$ cat src/rtl/pipelined_perf_monitor.sv
// Commit-stage performance monitor: saturating event counters with atomic
// snapshot, start/stop/freeze control and a mispredicted-branch PC trace FIFO.
module pipelined_perf_monitor #(
   parameter int unsigned CNT_W       = 32,
   parameter int unsigned N_EXT       = 2,
   parameter int unsigned TRACE_DEPTH = 8,
   parameter int unsigned MISS_LIMIT  = 0
) (
   input  logic                            i_clk,
   input  logic                            i_reset,
   input  logic                            i_start,
   input  logic                            i_stop,
   input  logic                            i_clear,
   input  logic                            i_snap,
   input  logic                            i_insn_vld,
   input  logic                            i_ctrl,
   input  logic                            i_mispred,
   input  logic [31:0]                     i_pc,
   input  logic [((N_EXT > 0) ? N_EXT : 1)-1:0] i_ext_evt,
   input  logic [3:0]                      i_rd_sel,
   output logic [CNT_W-1:0]                o_rd_data,
   output logic [1:0]                      o_state,
   output logic [31:0]                     o_trace_pc,
   output logic                            o_trace_vld,
   input  logic                            i_trace_pop,
   output logic [$clog2(TRACE_DEPTH):0]    o_trace_cnt,
   output logic                            o_trace_ovf
);

   localparam int unsigned NCNT = 4 + N_EXT;
   localparam int unsigned AW   = $clog2(TRACE_DEPTH);

   typedef enum logic [1:0] {
      ST_STOPPED = 2'd0,
      ST_RUNNING = 2'd1,
      ST_FROZEN  = 2'd2
   } state_t;

   state_t           state_q, state_d;
   logic [NCNT-1:0]  inc;
   logic [CNT_W-1:0] cnt_q    [NCNT];
   logic [CNT_W-1:0] cnt_nxt  [NCNT];
   logic [CNT_W-1:0] shadow_q [NCNT];
   logic [CNT_W-1:0] rd_mux;
   logic             freeze_hit;

   always_comb begin
      inc    = '0;
      inc[0] = (state_q == ST_RUNNING);
      inc[1] = inc[0] & i_insn_vld;
      inc[2] = inc[1] & i_ctrl;
      inc[3] = inc[2] & i_mispred;
      for (int unsigned k = 0; k < N_EXT; k++) begin
         inc[4+k] = inc[0] & i_ext_evt[k];
      end
      for (int unsigned i = 0; i < NCNT; i++) begin
         cnt_nxt[i] = (inc[i] && (cnt_q[i] != '1)) ? cnt_q[i] + 1'b1 : cnt_q[i];
      end
   end

   assign freeze_hit = (MISS_LIMIT != 0) && (cnt_nxt[3] == CNT_W'(MISS_LIMIT));

   always_comb begin
      state_d = state_q;
      if (i_clear) begin
         state_d = ST_STOPPED;
      end else begin
         case (state_q)
            ST_STOPPED: if (i_start) state_d = ST_RUNNING;
            ST_RUNNING: begin
               if (i_stop)          state_d = ST_STOPPED;
               else if (freeze_hit) state_d = ST_FROZEN;
            end
            ST_FROZEN:  if (i_stop) state_d = ST_STOPPED;
            default:    state_d = ST_STOPPED;
         endcase
      end
   end

   always_ff @(posedge i_clk) begin
      if (i_reset) state_q <= ST_STOPPED;
      else         state_q <= state_d;
   end

   assign o_state = state_q;

   // Snapshot takes cnt_nxt so the snap cycle's own increment is captured.
   always_ff @(posedge i_clk) begin
      if (i_reset || i_clear) begin
         for (int unsigned i = 0; i < NCNT; i++) begin
            cnt_q[i]    <= '0;
            shadow_q[i] <= '0;
         end
      end else begin
         for (int unsigned i = 0; i < NCNT; i++) begin
            cnt_q[i] <= cnt_nxt[i];
            if (i_snap) shadow_q[i] <= cnt_nxt[i];
         end
      end
   end

   always_comb begin
      rd_mux = '0;
      for (int unsigned i = 0; i < NCNT; i++) begin
         if (i_rd_sel == 4'(i)) rd_mux = shadow_q[i];
      end
   end

   always_ff @(posedge i_clk) begin
      if (i_reset) o_rd_data <= '0;
      else         o_rd_data <= rd_mux;
   end

   logic [31:0] mem [TRACE_DEPTH];
   logic [AW-1:0] wr_ptr, rd_ptr;
   logic [AW:0]   count;
   logic          fifo_full, fifo_empty, push_req, push_ok, pop_ok;

   assign fifo_full  = (count == (AW+1)'(TRACE_DEPTH));
   assign fifo_empty = (count == '0);
   assign push_req   = inc[3];
   assign pop_ok     = i_trace_pop & ~fifo_empty;
   // A full FIFO still accepts a push when a pop frees the head slot this cycle.
   assign push_ok    = push_req & (~fifo_full | pop_ok);

   always_ff @(posedge i_clk) begin
      if (push_ok) mem[wr_ptr] <= i_pc;
   end

   always_ff @(posedge i_clk) begin
      if (i_reset || i_clear) begin
         wr_ptr      <= '0;
         rd_ptr      <= '0;
         count       <= '0;
         o_trace_ovf <= 1'b0;
      end else begin
         if (push_ok) wr_ptr <= wr_ptr + 1'b1;
         if (pop_ok)  rd_ptr <= rd_ptr + 1'b1;
         case ({push_ok, pop_ok})
            2'b10:   count <= count + 1'b1;
            2'b01:   count <= count - 1'b1;
            default: count <= count;
         endcase
         if (push_req && !push_ok) o_trace_ovf <= 1'b1;
      end
   end

   assign o_trace_vld = ~fifo_empty;
   assign o_trace_cnt = count;
   assign o_trace_pc  = fifo_empty ? '0 : mem[rd_ptr];

endmodule

$ cat config.mk
export PLATFORM = sky130hd
export DESIGN_NAME = pipelined_perf_monitor
export DESIGN_NICKNAME = d
export VERILOG_FILES = /design/src/rtl/pipelined_perf_monitor.sv
export SDC_FILE = /design/constraint.sdc
export NUM_CORES = 1
export LEC_CHECK = 0
export BUFFER_PORTS_ARGS = -buffer_cell sky130_fd_sc_hd__buf_2
export CORE_AREA = 5 5 282 256
export CTS_CLUSTER_SIZE = 16
export DETAILED_ROUTE_END_ITERATION = 8
export DIE_AREA = 0 0 287 261
export PLACE_DENSITY = 0.66
export SETUP_SLACK_MARGIN = 0.2
export SLEW_MARGIN = 20
export SYNTH_ARGS = -nofsm -noshare
export SYNTH_HDL_FRONTEND = slang
export SYNTH_SLANG_ARGS = --single-unit
$ cat constraint.sdc
create_clock -name i_clk -period 9.18 [get_ports i_clk]
set_input_delay 1.377 -clock i_clk [delete_from_list [all_inputs] [get_ports i_clk]]
set_output_delay 1.377 -clock i_clk [all_outputs]
set_load 0.05 [all_outputs]
Word level (Yosys, flattened, before mapping) --
Memories as Yosys holds them, arrays and structs flattened. A register that Yosys moved wholly into a read port is not among the register bits. Cells that the tools add are included.
Cells by class: add/sub/neg operators 10, equality and inequality tests 18, multiplexer cells 39, bitwise operators 22, reduce and logical (&&, ||, !) cells 16
Operators with widths (count):
- 2-to-1 mux 32 bit | 25
- adder 32 x 1 -> 32 bit, second input constant | 6
- inequality test 32 bit, second input constant | 6
- OR 1 bit | 13
- == test 4 x 2 -> 1 bit, second input constant | 2
- == test 4 x 3 -> 1 bit, second input constant | 2
- logical NOT 4 bit | 2
- 2-to-1 mux 1 bit | 8
- one-hot mux 4 bit (2 select lines) | 1
- bitwise AND 1 bit | 7
- logical AND 1 bit | 7
- adder 3 x 1 -> 3 bit, second input constant | 2
- 2-to-1 mux 3 bit | 2
- adder 4 x 1 -> 4 bit, second input constant | 1
- == test 2 x 1 -> 1 bit, second input constant | 2
- == test 2 bit, second input constant | 2
- == test 4 x 1 -> 1 bit, second input constant | 1
- == test 4 bit, second input constant | 1
- 2-to-1 mux 2 bit | 2
- one-hot mux 2 bit (2 select lines) | 1
- OR reduction 2 bit | 2
- subtractor 4 x 1 -> 4 bit, second input constant | 1
- logical NOT 2 bit | 1
- inequality test 2 x 1 -> 1 bit, second input constant | 1
- other kinds (6) | 7
Word-level totals: register bits after elaboration 45, bits in writable memories 640, bits of input ports 48, memories 3
Memories:
- mem | words 8, bits a word 32, read ports 1, clocked after memory_dff 1, wr ports 1, RTL line 114 | logic [31:0] mem [TRACE_DEPTH];
- cnt_q | words 6, bits a word 32, read ports 6, clocked after memory_dff 0, wr ports 6, RTL line 41 | logic [CNT_W-1:0] cnt_q [NCNT];
- shadow_q | words 6, bits a word 32, read ports 6, clocked after memory_dff 0, wr ports 6, RTL line 43 | logic [CNT_W-1:0] shadow_q [NCNT];

Longest topological paths before layout --
depth after elaboration 7, depth in mapped cells 9

Least setup slack after synthesis --
No wires, ideal clock.
path kind input -> register, start point input i_reset, end point memory shadow_q[0][0] (enable), library setup time 0.564 ns, arrival time 6.001 ns, required time 8.616 ns, setup slack 2.614 ns, stages 3, cells stage by stage clkbuf_1 -> clkbuf_1 -> or3_1
RTL lines:
- start: declaration | RTL line 10 | input logic i_reset,
- end: declaration | RTL line 43

==> results.sh <==
export IMPL_postRouteAntennaNets=0
export IMPL_wl_per_cell_um=22.1
export IMPL_num_vias=21600
export IMPL_synth_area_um2=30700
export IMPL_cellLeakagePower_nw=11.1
export IMPL_setup_tns_ps=0
export IMPL_area_growth_pct=12.9
export IMPL_cap_viol_max_count=0
export IMPL_initial_core_util_pct=44.2
export IMPL_grt_max_degree=93
export IMPL_pwr_share_clk_pct=45.8
export IMPL_endpoint_kind="primary output"
export IMPL_syn_inst=2623
export IMPL_synth_seq_cells=687
export IMPL_routabilityCongestion=0.873
export IMPL_worst_hold_path_type="register to register"
export IMPL_cts_resized=0
export IMPL_rows=92
export IMPL_cts_hold_buf=0
export IMPL_antenna_found_initial=4
export IMPL_clk_pin_slew_ps=60
export IMPL_cp_start_kind="register"
export IMPL_rsz0062_at_grt="no"
export IMPL_crit_buf_inv=2
export IMPL_dpl_cell_area_um2=32100
export IMPL_synth_avg_cell_area_um2=11.7
export IMPL_async_flop_share_pct=0
export IMPL_track_usage_pct=21.2
export IMPL_internal_power_mw=5.12
export IMPL_cts_root_buf="clkbuf_16"
export IMPL_cp_depth=5
export IMPL_switching_share_pct=22.1
export IMPL_die_w_um=287
export IMPL_status="completed"
export IMPL_grt_pass1_vias=20600
export IMPL_numPortBuffers=118
export IMPL_clockBufferDepth=3
export IMPL_synth_edf_count=448
export IMPL_period_minus_slack_ps=4540
export IMPL_synthDistinctLibCells=64
export IMPL_finalInstanceArea_um2=34600
export IMPL_peakVddDrop_mv=0.223
export IMPL_layout_drive_gt1_share_pct=13.6
export IMPL_worst_ep_arrival_time_ps=3170
export IMPL_post_cts_buffers=0
export IMPL_setup_viol=0
export IMPL_top_layer_used="met5"
export IMPL_clock_sinks=687
export IMPL_dr_pass1_iters=8
export IMPL_fill_cells=6062
export IMPL_cp_max_fo=45
export IMPL_nets=2740
export IMPL_instances_no_fill=3684
export IMPL_final_core_util_pct=49.9
export IMPL_r2r_slack_ps=5610
export IMPL_dp_hpwl_um=52300
export IMPL_place_inst=3546
export IMPL_critPathMaxStageDelay_ps=770
export IMPL_fin_crit_sh_pct=49.5
export IMPL_vias_per_cell=5.86
export IMPL_hold_viol=0
export IMPL_min_from="rd_ptr[1]"
export IMPL_power_frac_seq_pct=51.0
export IMPL_grt_ovfl_total=0
export IMPL_yosysWarnings=0
export IMPL_fmax_ghz=0.220
export IMPL_combPwrFrac_pct=3.2
export IMPL_tightest_slew_ps=1120
export IMPL_skew_ps=33.3
export IMPL_synthesis_nets=2682
export IMPL_drv_slew=0
export IMPL_grt_pass1_wl_um=124000
export IMPL_die_h_um=261
export IMPL_path_class="register to primary output"
export IMPL_cts_buffers=73
export IMPL_drt_iter0_drc=2147
export IMPL_synthFlopType="edfxtp_1"
export IMPL_drt_met1_wl_um=35800
export IMPL_cts_tree="done"
export IMPL_clk_latency_ps=630
export IMPL_routed_wirelength_um=81400
export IMPL_r2r_end="mem[5][10]"
export IMPL_path_cells="buf_4 -> mux4_2 -> mux2i_1 -> nor2_1 -> buf_2"
export IMPL_yosysSeqAreaShare_pct=59.5
export IMPL_wl_met2_um=36700
export IMPL_switchingPower_mw=1.45
export IMPL_power_density_nw_per_um2=190
export IMPL_h_tree_depth=3
export IMPL_relSlewSlack_pct=25.2
export IMPL_critPathTopFamily="buffers and inverters"
export IMPL_crit_path_top_delay_cell="buf_4"
export IMPL_drc_errors=0
export IMPL_hold_depth=2
export IMPL_wl_met3_um=6610
export IMPL_worst_r2r_cell_count=6
export IMPL_worstPathRequired_ps=7800
export IMPL_dieArea_um2=74900
export IMPL_total_power_mw=6.58
export IMPL_r2r_start="o_state[0]"
export IMPL_core_um2=69300
export IMPL_io_pin_count=120
## power by group through the flow
| stage | Sequential, mW | Clock, mW | Combinational [mW] |
|---|---|---|---|
| after CTS | 3.35 | 3.05 | 0.212 |
| final | 3.35 | 3.01 | 0.212 |
| after global placement | 3.42 | 0 | 0.207 |
| after floorplan | 3.42 | 0 | 0.110 |
| after global routing | 3.35 | 3.19 | 0.227 |
| after detailed placement | 3.41 | 0 | 0.211 |
## sequential cells by signal, indices dropped and copies added, names as in the netlist, named ones only
name	flops
o_rd_data	32
o_trace_cnt	4
cnt_q	192
o_trace_ovf	1
shadow_q	192
wr_ptr	3
rd_ptr	3
o_state	1
mem	256
## layout by cell type, fill, tap and decap left out, types with 31 or more instances in the layout
master     Yosys  final
buf_4          3     31
mux2i_1      168    168
nand3_1       73     73
edfxtp_1     448    448
o21ai_0       52     52
xnor2_1       59     59
nor2_1       314    311
clkbuf_16      0     76
a22oi_1       38     38
nor4_1        53     47
nand4_1       65     65
nor3_1        44     41
nand2_1      270    269
or3_1         89     88
a21oi_1       91     91
mux4_2        64     64
dfxtp_1      239    236
buf_2         19    118
nand2b_1      58     58
## cells in the mapped netlist (24+ instances only)
master,number,area share [%]
nor2_1,314,3.8
nand2_1,270,3.3
inv_1,25,0.31
nand3_1,73,1.2
and4_1,29,0.83
edfxtp_1,448,44
and3_1,28,0.57
nand4_1,65,1.3
a21oi_1,91,1.5
mux4_2,64,4.7
nand2b_1,58,1.2
a211oi_1,26,0.64
nor4_1,53,1.1
o21ai_0,52,0.85
dfxtp_1,239,16
or3_1,89,1.8
mux2i_1,168,5.5
a22oi_1,38,0.93
xnor2_1,59,1.7
nor3_1,44,0.72
a21o_1,24,0.59
clkbuf_1,126,1.5
## through the flow
stage	hold WS [ps]	setup slack, ps
floorplan	454	2610
global placement	461	4590
detailed placement	464	4500
CTS	472	4500
global route	511	4340
finish	472	4640
## cell families (layout without fill, tap and decap cells)
kind of cell / count (synthesis) / count (layout) / synth area share (%)
and+or+nand+nor: 1092 / 1092 / 17.8
muxes: 232 / 232 / 10.2
xor gates and xnor gates: 77 / 77 / 2.20
AOI/OAI and AO/OA: 332 / 332 / 7.41
buffers and inverters: 191 / 309 / 2.46
DFF: 687 / 687 / 59.5
other: 1 / 4 / 0.0122
adders and majority gates: 11 / 11 / 0.474
## worst register-to-register path: stages, from the launching register on
cell and delay [ps]:
dfxtp_1 750, buf_4 380, nand4_1 480, a21oi_1 540
nand2_1 280, nor3b_2 240, buf_4 530
## layout make-up
type                    instances  area [µm²]  share of cell area [%]
clock buffers                  96        2040                    5.89
repair buffers                149         823                    2.38
multi-input cells            1745       11800                    34.1
flip-flops and latches        687       18200                    52.7
clock inverters                39         430                    1.24
well taps                     940        1180                    3.40
diodes                          3        7.51                  0.0217
inverters                      25        93.8                   0.271
## worst max-delay path by stage
stage          slack [ps]              end  startpoint
3_3_place_gp         4590  shadow_q[3][15]     i_clear
3_5_place_dp         4500  shadow_q[0][14]     i_clear
4_1_cts              4500   o_trace_pc[14]    register
6_report             4640   o_trace_pc[14]    register
5_1_grt              4340    o_trace_pc[3]    register
2_1_floorplan        2610   shadow_q[0][0]     i_reset
## routing by layer
metal,vias to the layer above,track usage (%)
met1,10600,31.5
met2,895,32.2
li1,9929,-
met4,2,6.43
met5,-,0
met3,130,3.35
Power figures use the tool's default switching activity.
